[src/rtl/gru_seq_cell.sv]
// rtl/gru_seq_cell.sv - sequential fixed-point GRU cell with internal hidden state
//
// Purpose: one GRU time step per accepted sample, hidden state kept between steps.
//          Pipeline IDLE -> GATES -> CAND -> UPD -> OUT, signed saturating arithmetic.
// Ports:
//   clk, rst              clock (rising edge), asynchronous active-high reset
//   x_valid/x_ready/x_in  input sample handshake and data
//   seq_start             first step of a sequence (h_prev forced to 0)
//   Wz..Uh, bz..bh        weights and biases, latched on accept
//   y_valid/y_ready/h_out new hidden state handshake and data
module gru_seq_cell #(
    parameter int DATA_WIDTH  = 8,
    parameter int FRACT_WIDTH = 5
) (
    input  logic                  clk,
    input  logic                  rst,
    input  logic                  x_valid,
    output logic                  x_ready,
    input  logic [DATA_WIDTH-1:0] x_in,
    input  logic                  seq_start,
    input  logic [DATA_WIDTH-1:0] Wz,
    input  logic [DATA_WIDTH-1:0] Wr,
    input  logic [DATA_WIDTH-1:0] Wh,
    input  logic [DATA_WIDTH-1:0] Uz,
    input  logic [DATA_WIDTH-1:0] Ur,
    input  logic [DATA_WIDTH-1:0] Uh,
    input  logic [DATA_WIDTH-1:0] bz,
    input  logic [DATA_WIDTH-1:0] br,
    input  logic [DATA_WIDTH-1:0] bh,
    output logic                  y_valid,
    input  logic                  y_ready,
    output logic [DATA_WIDTH-1:0] h_out
);

    localparam int W  = DATA_WIDTH;
    localparam int F  = FRACT_WIDTH;
    localparam int PW = 2 * W;
    // Two guard bits: a sum of three PW-bit terms cannot overflow SW.
    localparam int SW = 2 * W + 2;

    localparam logic signed [SW-1:0] SAT_HI  = SW'((1 << (W - 1)) - 1);
    localparam logic signed [SW-1:0] SAT_LO  = ~SAT_HI;
    localparam logic signed [W-1:0]  ONE_W   = W'(1 << F);
    localparam logic signed [W-1:0]  NONE_W  = -ONE_W;
    localparam logic signed [W:0]    ONE_X   = (W + 1)'(1 << F);
    localparam logic signed [W:0]    HALF_X  = (W + 1)'(1 << (F - 1));
    localparam logic signed [W:0]    ZERO_X  = '0;

    typedef logic signed [W-1:0] word_t;

    typedef enum logic [2:0] {
        IDLE,
        GATES,
        CAND,
        UPD,
        OUT
    } state_t;

    typedef struct packed {
        word_t wz;
        word_t wr;
        word_t wh;
        word_t uz;
        word_t ur;
        word_t uh;
        word_t bz;
        word_t br;
        word_t bh;
    } prm_t;

    // Full-precision product, floor-shifted back to the fixed-point grid.
    function automatic logic signed [PW-1:0] mul(input word_t a, input word_t b);
        logic signed [PW-1:0] p;
        p   = a * b;
        mul = p >>> F;
    endfunction

    function automatic word_t sat(input logic signed [SW-1:0] v);
        if (v > SAT_HI) begin
            sat = SAT_HI[W-1:0];
        end else if (v < SAT_LO) begin
            sat = SAT_LO[W-1:0];
        end else begin
            sat = v[W-1:0];
        end
    endfunction

    // Hard sigmoid; one extra bit so the +ONE/2 offset cannot overflow.
    function automatic word_t sig(input word_t v);
        logic signed [W:0] ve;
        logic signed [W:0] t;
        ve = {v[W-1], v};
        t  = (ve >>> 2) + HALF_X;
        if (t < ZERO_X) begin
            t = ZERO_X;
        end else if (t > ONE_X) begin
            t = ONE_X;
        end
        sig = t[W-1:0];
    endfunction

    function automatic word_t tnh(input word_t v);
        if (v > ONE_W) begin
            tnh = ONE_W;
        end else if (v < NONE_W) begin
            tnh = NONE_W;
        end else begin
            tnh = v;
        end
    endfunction

    state_t state_q, state_d;
    prm_t   prm_q, prm_d;
    word_t  x_q, x_d;
    word_t  hp_q, hp_d;
    word_t  h_q, h_d;
    word_t  z_q, z_d;
    word_t  r_q, r_d;
    word_t  ht_q, ht_d;
    word_t  h_out_q, h_out_d;
    logic   y_valid_q, y_valid_d;

    word_t z_new, r_new, rh, ht_new, diff, hn_new;

    assign z_new  = sig(sat(SW'(prm_q.bz) + SW'(mul(prm_q.wz, x_q)) + SW'(mul(prm_q.uz, hp_q))));
    assign r_new  = sig(sat(SW'(prm_q.br) + SW'(mul(prm_q.wr, x_q)) + SW'(mul(prm_q.ur, hp_q))));
    assign rh     = sat(SW'(mul(r_q, hp_q)));
    assign ht_new = tnh(sat(SW'(prm_q.bh) + SW'(mul(prm_q.wh, x_q)) + SW'(mul(prm_q.uh, rh))));
    assign diff   = sat(SW'(ht_q) - SW'(hp_q));
    assign hn_new = sat(SW'(hp_q) + SW'(mul(z_q, diff)));

    assign x_ready = (state_q == IDLE);
    assign y_valid = y_valid_q;
    assign h_out   = h_out_q;

    always_comb begin
        state_d   = state_q;
        prm_d     = prm_q;
        x_d       = x_q;
        hp_d      = hp_q;
        h_d       = h_q;
        z_d       = z_q;
        r_d       = r_q;
        ht_d      = ht_q;
        h_out_d   = h_out_q;
        y_valid_d = y_valid_q;
        case (state_q)
            IDLE: begin
                if (x_valid && x_ready) begin
                    x_d      = x_in;
                    prm_d.wz = Wz;
                    prm_d.wr = Wr;
                    prm_d.wh = Wh;
                    prm_d.uz = Uz;
                    prm_d.ur = Ur;
                    prm_d.uh = Uh;
                    prm_d.bz = bz;
                    prm_d.br = br;
                    prm_d.bh = bh;
                    hp_d     = seq_start ? '0 : h_q;
                    state_d  = GATES;
                end
            end
            GATES: begin
                z_d     = z_new;
                r_d     = r_new;
                state_d = CAND;
            end
            CAND: begin
                ht_d    = ht_new;
                state_d = UPD;
            end
            UPD: begin
                h_d       = hn_new;
                h_out_d   = hn_new;
                y_valid_d = 1'b1;
                state_d   = OUT;
            end
            OUT: begin
                // No turnaround: x_ready only returns once back in IDLE.
                if (y_valid_q && y_ready) begin
                    y_valid_d = 1'b0;
                    state_d   = IDLE;
                end
            end
            default: begin
                state_d = IDLE;
            end
        endcase
    end

    always_ff @(posedge clk or posedge rst) begin
        if (rst) begin
            state_q   <= IDLE;
            prm_q     <= '0;
            x_q       <= '0;
            hp_q      <= '0;
            h_q       <= '0;
            z_q       <= '0;
            r_q       <= '0;
            ht_q      <= '0;
            h_out_q   <= '0;
            y_valid_q <= 1'b0;
        end else begin
            state_q   <= state_d;
            prm_q     <= prm_d;
            x_q       <= x_d;
            hp_q      <= hp_d;
            h_q       <= h_d;
            z_q       <= z_d;
            r_q       <= r_d;
            ht_q      <= ht_d;
            h_out_q   <= h_out_d;
            y_valid_q <= y_valid_d;
        end
    end

endmodule

[config.mk]
export PLATFORM = sky130hd
export DESIGN_NAME = gru_seq_cell
export DESIGN_NICKNAME = d
export VERILOG_FILES = /design/src/rtl/gru_seq_cell.sv
export SDC_FILE = /design/constraint.sdc
export NUM_CORES = 2
export LEC_CHECK = 0
export CORE_ASPECT_RATIO = 1.1
export CORE_UTILIZATION = 36
export CTS_CLUSTER_DIAMETER = 100
export DETAILED_ROUTE_END_ITERATION = 10
export REMOVE_ABC_BUFFERS = 1
export SLEW_MARGIN = 25
export SYNTH_ARGS = -nofsm -noshare
export SYNTH_HDL_FRONTEND = slang
export SYNTH_SLANG_ARGS = --single-unit
[constraint.sdc]
create_clock -name clk -period 13.35 [get_ports clk]
set_clock_uncertainty 0.05 [all_clocks]
set_input_delay 2.67 -clock clk [delete_from_list [all_inputs] [get_ports clk]]
set_output_delay 2.67 -clock clk [all_outputs]
set_load 0.005 [all_outputs]
==> results_dict.tcl <==
set metrics [dict create \
    r2r_slack_ps 1100 \
    final_common_cell "inv_1" \
    clock-sinks 120 \
    slowest_delay_ps 730 \
    clk_latency_ps 500 \
    synth_warnings 0 \
    async_reset_ff_share_pct 100 \
    slew_headroom_pct 38.4 \
    core_sq_um 71900 \
    ys_ff_latch 120 \
    endpoint_kind "register" \
    crit_type "register to register" \
    hold_buffers 0 \
    tritoncts.num_buffers 17 \
    p_per_area_nw_per_um2 31.7 \
    cp_max_fo 25 \
    avgSynthCellArea_sq_um 9.09 \
    fp-row-count 103 \
    status "finished, final reports clean" \
    path_common_cell "fa_1" \
    drt_first_pass_iters 5 \
    hold_path_depth 2 \
    grt_overflow 0 \
    nFillCells 7273 \
    utilization_pct 40.0 \
    syn_area_sq_um 26200 \
    cp-start-kind "register" \
    htreeDepth 4 \
    p_leak_uw 0.0145 \
    routed-via-count 19100 \
    clockBufferDepth 2 \
    postRouteAntennaNets 0 \
    yosys.area.top_type "fa_1" \
    placed_cell_area_sq_um 28200 \
    worstPathRequired_ps 13650 \
    multiInputGateArea_sq_um 20800 \
    antenna_found_initial 1 \
    hold_ws_ps 480 \
    finalHoldViolCount 0 \
    start_util_pct 36.5 \
    grt_pass1_wl_mm 102 \
    worst_pin_slew_ps 917 \
    grt_max_degree 78 \
    rr_endpoint "ht_q[0]$_DFFE_PP0N_" \
    post-route-drc-count 0 \
    num-nets-final 3732 \
    drive_above_1_share_pct 5.24 \
    seq_area_frac_synth_pct 11.4 \
    hold_class "register to register" \
    vias_per_cell 4.91 \
    tritoncts "done" \
    fmax_ghz 0.0816 \
    first_global_vias 20100 \
    antennaDiodeCount 0 \
    hold_end "ht_q[3]$_DFFE_PP0N_" \
    numPortBuffers 94 \
    first_iter_violations 912 \
    yosysUniqueCellTypes 80 \
    hp-start "ht_q[3]$_DFFE_PP0N_" \
    drv_cap 0 \
    dieArea_sq_um 74000 \
    netlist.area_leader.share_pct 31.3 \
    finalSetupViolations 0 \
    layout.area.seq_sq_um 3000 \
    r2r_start "hp_q[2]$_DFFE_PP0P_" \
    slowest_stage "dfrtp_1" \
    fin_tns_setup_ps 0 \
    cts_resized 0 \
    fin_area_sq_um 28800 \
    critical_path_arrival_ps 12550 \
    reg2reg_depth 44 \
    most-common-layout-cells "inv_1, fa_1, ha_1" \
    die_h_um 285 \
    track_usage_pct 17.2 \
    min_period_ps 12250 \
    synthTopCellsByArea "fa_1, ha_1, dfrtp_1" \
    hpwl_mm 48.4 \
    clk_pin_slew_ps 70 \
    synth-main-ff-cell "dfrtp_1" \
    post-cts-setup-buffers 0 \
    wl_per_cell_um 15.1 \
    place_congestion 0.863 \
    routed_wirelength_mm 59.0 \
    period_share_pct 91.8 \
    root_buffer "clkbuf_16" \
    peakVddDrop_v 0.000104 \
    syn2layout_area_growth_pct 9.73 \
    rsz0062_at_grt "no" \
    io_pins 95 \
    syn-instance-count 2887 \
    maxSlewViolCount 0 \
    dieWidth_um 259 \
    synth_edf_count 0 \
]
power breakdown:
group | internal [uW] | total, uW | leakage [uW] | switching [uW]
clock network | 294 | 516 | 0.000287 | 222
logic | 22.1 | 34.6 | 0.0127 | 12.5
registers | 364 | 364 | 0.00151 | 0
total | 680 | 914 | 0.0145 | 234
worst max-delay path by stage:
| stage | endpoint | cells past startpoint | start | slack (ps) |
|---|---|---|---|---|
| after detailed placement | ht_q[0]$_DFFE_PP0N_ | 42 | hp_q[2]$_DFFE_PP0P_ | 970 |
| after floorplan | ht_q[0]$_DFFE_PP0N_ | 42 | hp_q[7]$_DFFE_PP0P_ | 1460 |
| final | ht_q[0]$_DFFE_PP0N_ | 44 | hp_q[2]$_DFFE_PP0P_ | 1100 |
| after global routing | ht_q[2]$_DFFE_PP0N_ | 43 | hp_q[2]$_DFFE_PP0P_ | 220 |
| after global placement | ht_q[0]$_DFFE_PP0N_ | 42 | hp_q[2]$_DFFE_PP0P_ | 1160 |
| after CTS | ht_q[3]$_DFFE_PP0N_ | 43 | hp_q[2]$_DFFE_PP0P_ | 940 |
cells in the mapped netlist, types with 35 or more instances:
cell	instances
o21ai_0	96
and2_1	232
nand2_1	226
mux2_2	59
ha_1	292
dfrtp_1	120
xor2_1	42
a21oi_1	98
clkbuf_1	58
fa_1	411
nand3_1	35
nand2b_1	58
inv_1	574
xnor2_1	96
nor2_1	91
nor3_1	40
area by class of cell:
class / instances / area share [%]
multi-input combinational: 2121 / 72.2
timing repair buffer: 109 / 3.66
clock buffer: 18 / 1.49
sequential: 120 / 10.4
tap: 945 / 4.11
clock inverter: 14 / 0.595
inverter: 575 / 7.51
state kept, by name, indices dropped and copies added (netlist names):
signal and count:
r_q 6, h_out 8, ht_q 8, prm_q 72
z_q 6, x_q 8, y_valid 1, state_q 3
hp_q 8
cells by family after synthesis:
kind of cell             count (synthesis)  share of synthesized area (%)
XOR/XNOR                               139                           4.67
buffers and inverters                  646                           9.41
AND/OR/NAND/NOR                        785                           15.7
flip-flops                             120                           11.4
multiplexers                            63                           2.68
adder cells (fa/ha/maj)                711                           45.6
AO/OA/AOI/OAI                          423                           10.5
routing by layer:
layer | global-route usage (%) | vias up | share of wire, %
met3 | 1.78 | 50 | 2.5
met2 | 30.0 | 252 | 49
met5 | 0 | - | 0
met4 | 4.76 | 0 | 1.9
li1 | - | 9351 | -
met1 | 22.4 | 9489 | 47
critical path: cells and delay by family (launching register included):
family          cells  cell delay, ps
simple gates        9            2100
buf+inv             9             740
fa+ha+maj          12            5520
compound gates     14            2940
flops               1             730
through the flow:
stage	cells	power [uW]	setup slack (ps)
after CTS	3902	935	943
after global placement	3870	406	1160
after detailed placement	3870	406	971
after floorplan	2816	376	1460
after global routing	3902	946	223
final	3902	914	1100
(Power assumes the default switching activity.)
==> RTL change, RTL diff (same flow settings) <==
Re-encode `state_t` (5 states) as one-hot, 5 bits wide.
--- a/src/rtl/gru_seq_cell.sv
+++ b/src/rtl/gru_seq_cell.sv
@@ -49,10 +49,10 @@
     typedef logic signed [W-1:0] word_t;
 
-    typedef enum logic [2:0] {
-        IDLE,
-        GATES,
-        CAND,
-        UPD,
-        OUT
+    typedef enum logic [4:0] {
+        IDLE  = 5'b00001,
+        GATES = 5'b00010,
+        CAND  = 5'b00100,
+        UPD   = 5'b01000,
+        OUT   = 5'b10000
     } state_t;
 
Check against the original RTL: no difference found for any inputs over 4 cycles, from zero or initial values and one cycle with rst high; so few cycles prove little.
==> RTL change against the original RTL <==
  * Largest cell class unchanged
  * Routed wire length fell by 1.7%
  * Synthesized cell count rose by 0.28%
  * Design area fell by 1.5%
  * Critical path depth fell by 4
  * Setup slack improved by 0.063 ns
  * Synthesized area fell by 2.1%
  * Critical path type unchanged
  * Critical endpoint unchanged
  * Sequential share of layout area rose by 0.34 points
  * Sequential cell count rose by 2
  * First-iteration DRC count fell by 4.1%
Power is not shown: default switching activity piles up to over one toggle a cycle in this logic, so the estimate is an artifact.
==> RTL change: results (changes against the original RTL) <==
outcome:
  outcome: "completed"
drt:
  m1WireLength_um: 27500  # about the same
  met3_length_um: 1510  # +2.6%
  vias: 18757  # -2.0%
  wl_met2_um: 28000  # -3.2%
  drt_iter0_drc: 875  # -4.1%
  drt_pre_antenna_iters: 6  # +1
setup_path:
  crit_start: "hp_q[4]"
  rrSetupSlack_ns: 1.16  # +0.06 ns
  cp_max_fo: 17  # -32%
  max_stage_delay_ns: 0.54  # -0.19 ns
  crit_type: "reg -> reg"
  worstPathArrival_ns: 12.55  # about the same
logic_synthesis:
  yosysWarnings: 0  # unchanged
  synthAdderAreaFrac_pct: 46.6  # +0.98 points
  synth_mux_area_share_pct: 0.122  # -2.6 points
  async_flop_share_pct: 100  # unchanged
  yosysUniqueCellTypes: 81  # +1.3%
  seq_area_frac_synth_pct: 11.9  # +0.44 points
  synth_common_cells: "558 x inv_1, 411 x fa_1, 392 x nand2_1"
  synth_xor_area_share_pct: 5.39  # +0.72 points
  synthTopCellsByArea: "fa_1 32%, ha_1 14%, dfrtp_1 12%"
  synth_compound_area_share_pct: 8.83  # -1.7 points
placement:
  place.detailed.hpwl_um: 48000  # -0.87%
  place_congestion: 0.870  # +0.85%
final_layout:
  post_route_cells_drive_above_1_share_pct: 2.89  # -2.4 points
  nNetsFinal: 3750  # +0.48%
  fill_cells: 7153  # -1.6%
  antenna_cells: 0  # unchanged
  largest_reg_flops: 72  # unchanged
timing:
  maxSlewHeadroom_pct: 41.6  # +3.2 points
grt:
  grt_pass1_wl_um: 99800  # -1.8%
  first_global_vias: 19645  # -2.3%
  antenna_found_initial: 0  # -1
  grt_max_degree: 68  # -13%
worst_hold_path:
  whs_endpoint: "x_q[3]"
  hp-class: "reg -> reg"
clocking:
  clock_latency_ns: 0.49
  cts_buffer_depth: 2  # unchanged
==> RTL change: layer usage <==
metal,GRT usage (%),up-vias
li1,-,9193
met1,23.2,9291
met2,29.2,226
met3,2.03,47
met4,5.01,0
met5,0,-
==> RTL change: per-stage QoR <==
stage	hold WS, ns	setup WS (ns)	instances	instance area [sq um]
after detailed placement	0.415	1.26	3879	27700
after floorplan	0.393	1.94	2828	25400
after global routing	0.449	0.270	3911	28400
final	0.426	1.16	3911	28400
after global placement	0.409	1.32	3879	27700
after CTS	0.431	1.18	3911	28400
==> RTL change: cell type report <==
| type | count | area [sq um] | area share (%) |
|---|---|---|---|
| clock buffer | 17 | 425 | 1.50 |
| tap | 936 | 1170 | 4.13 |
| multi-input combinational | 2146 | 20300 | 71.5 |
| timing repair buffer | 115 | 1100 | 3.89 |
| inverter | 560 | 2110 | 7.44 |
| clock inverter | 15 | 215 | 0.759 |
| sequential | 122 | 3050 | 10.8 |
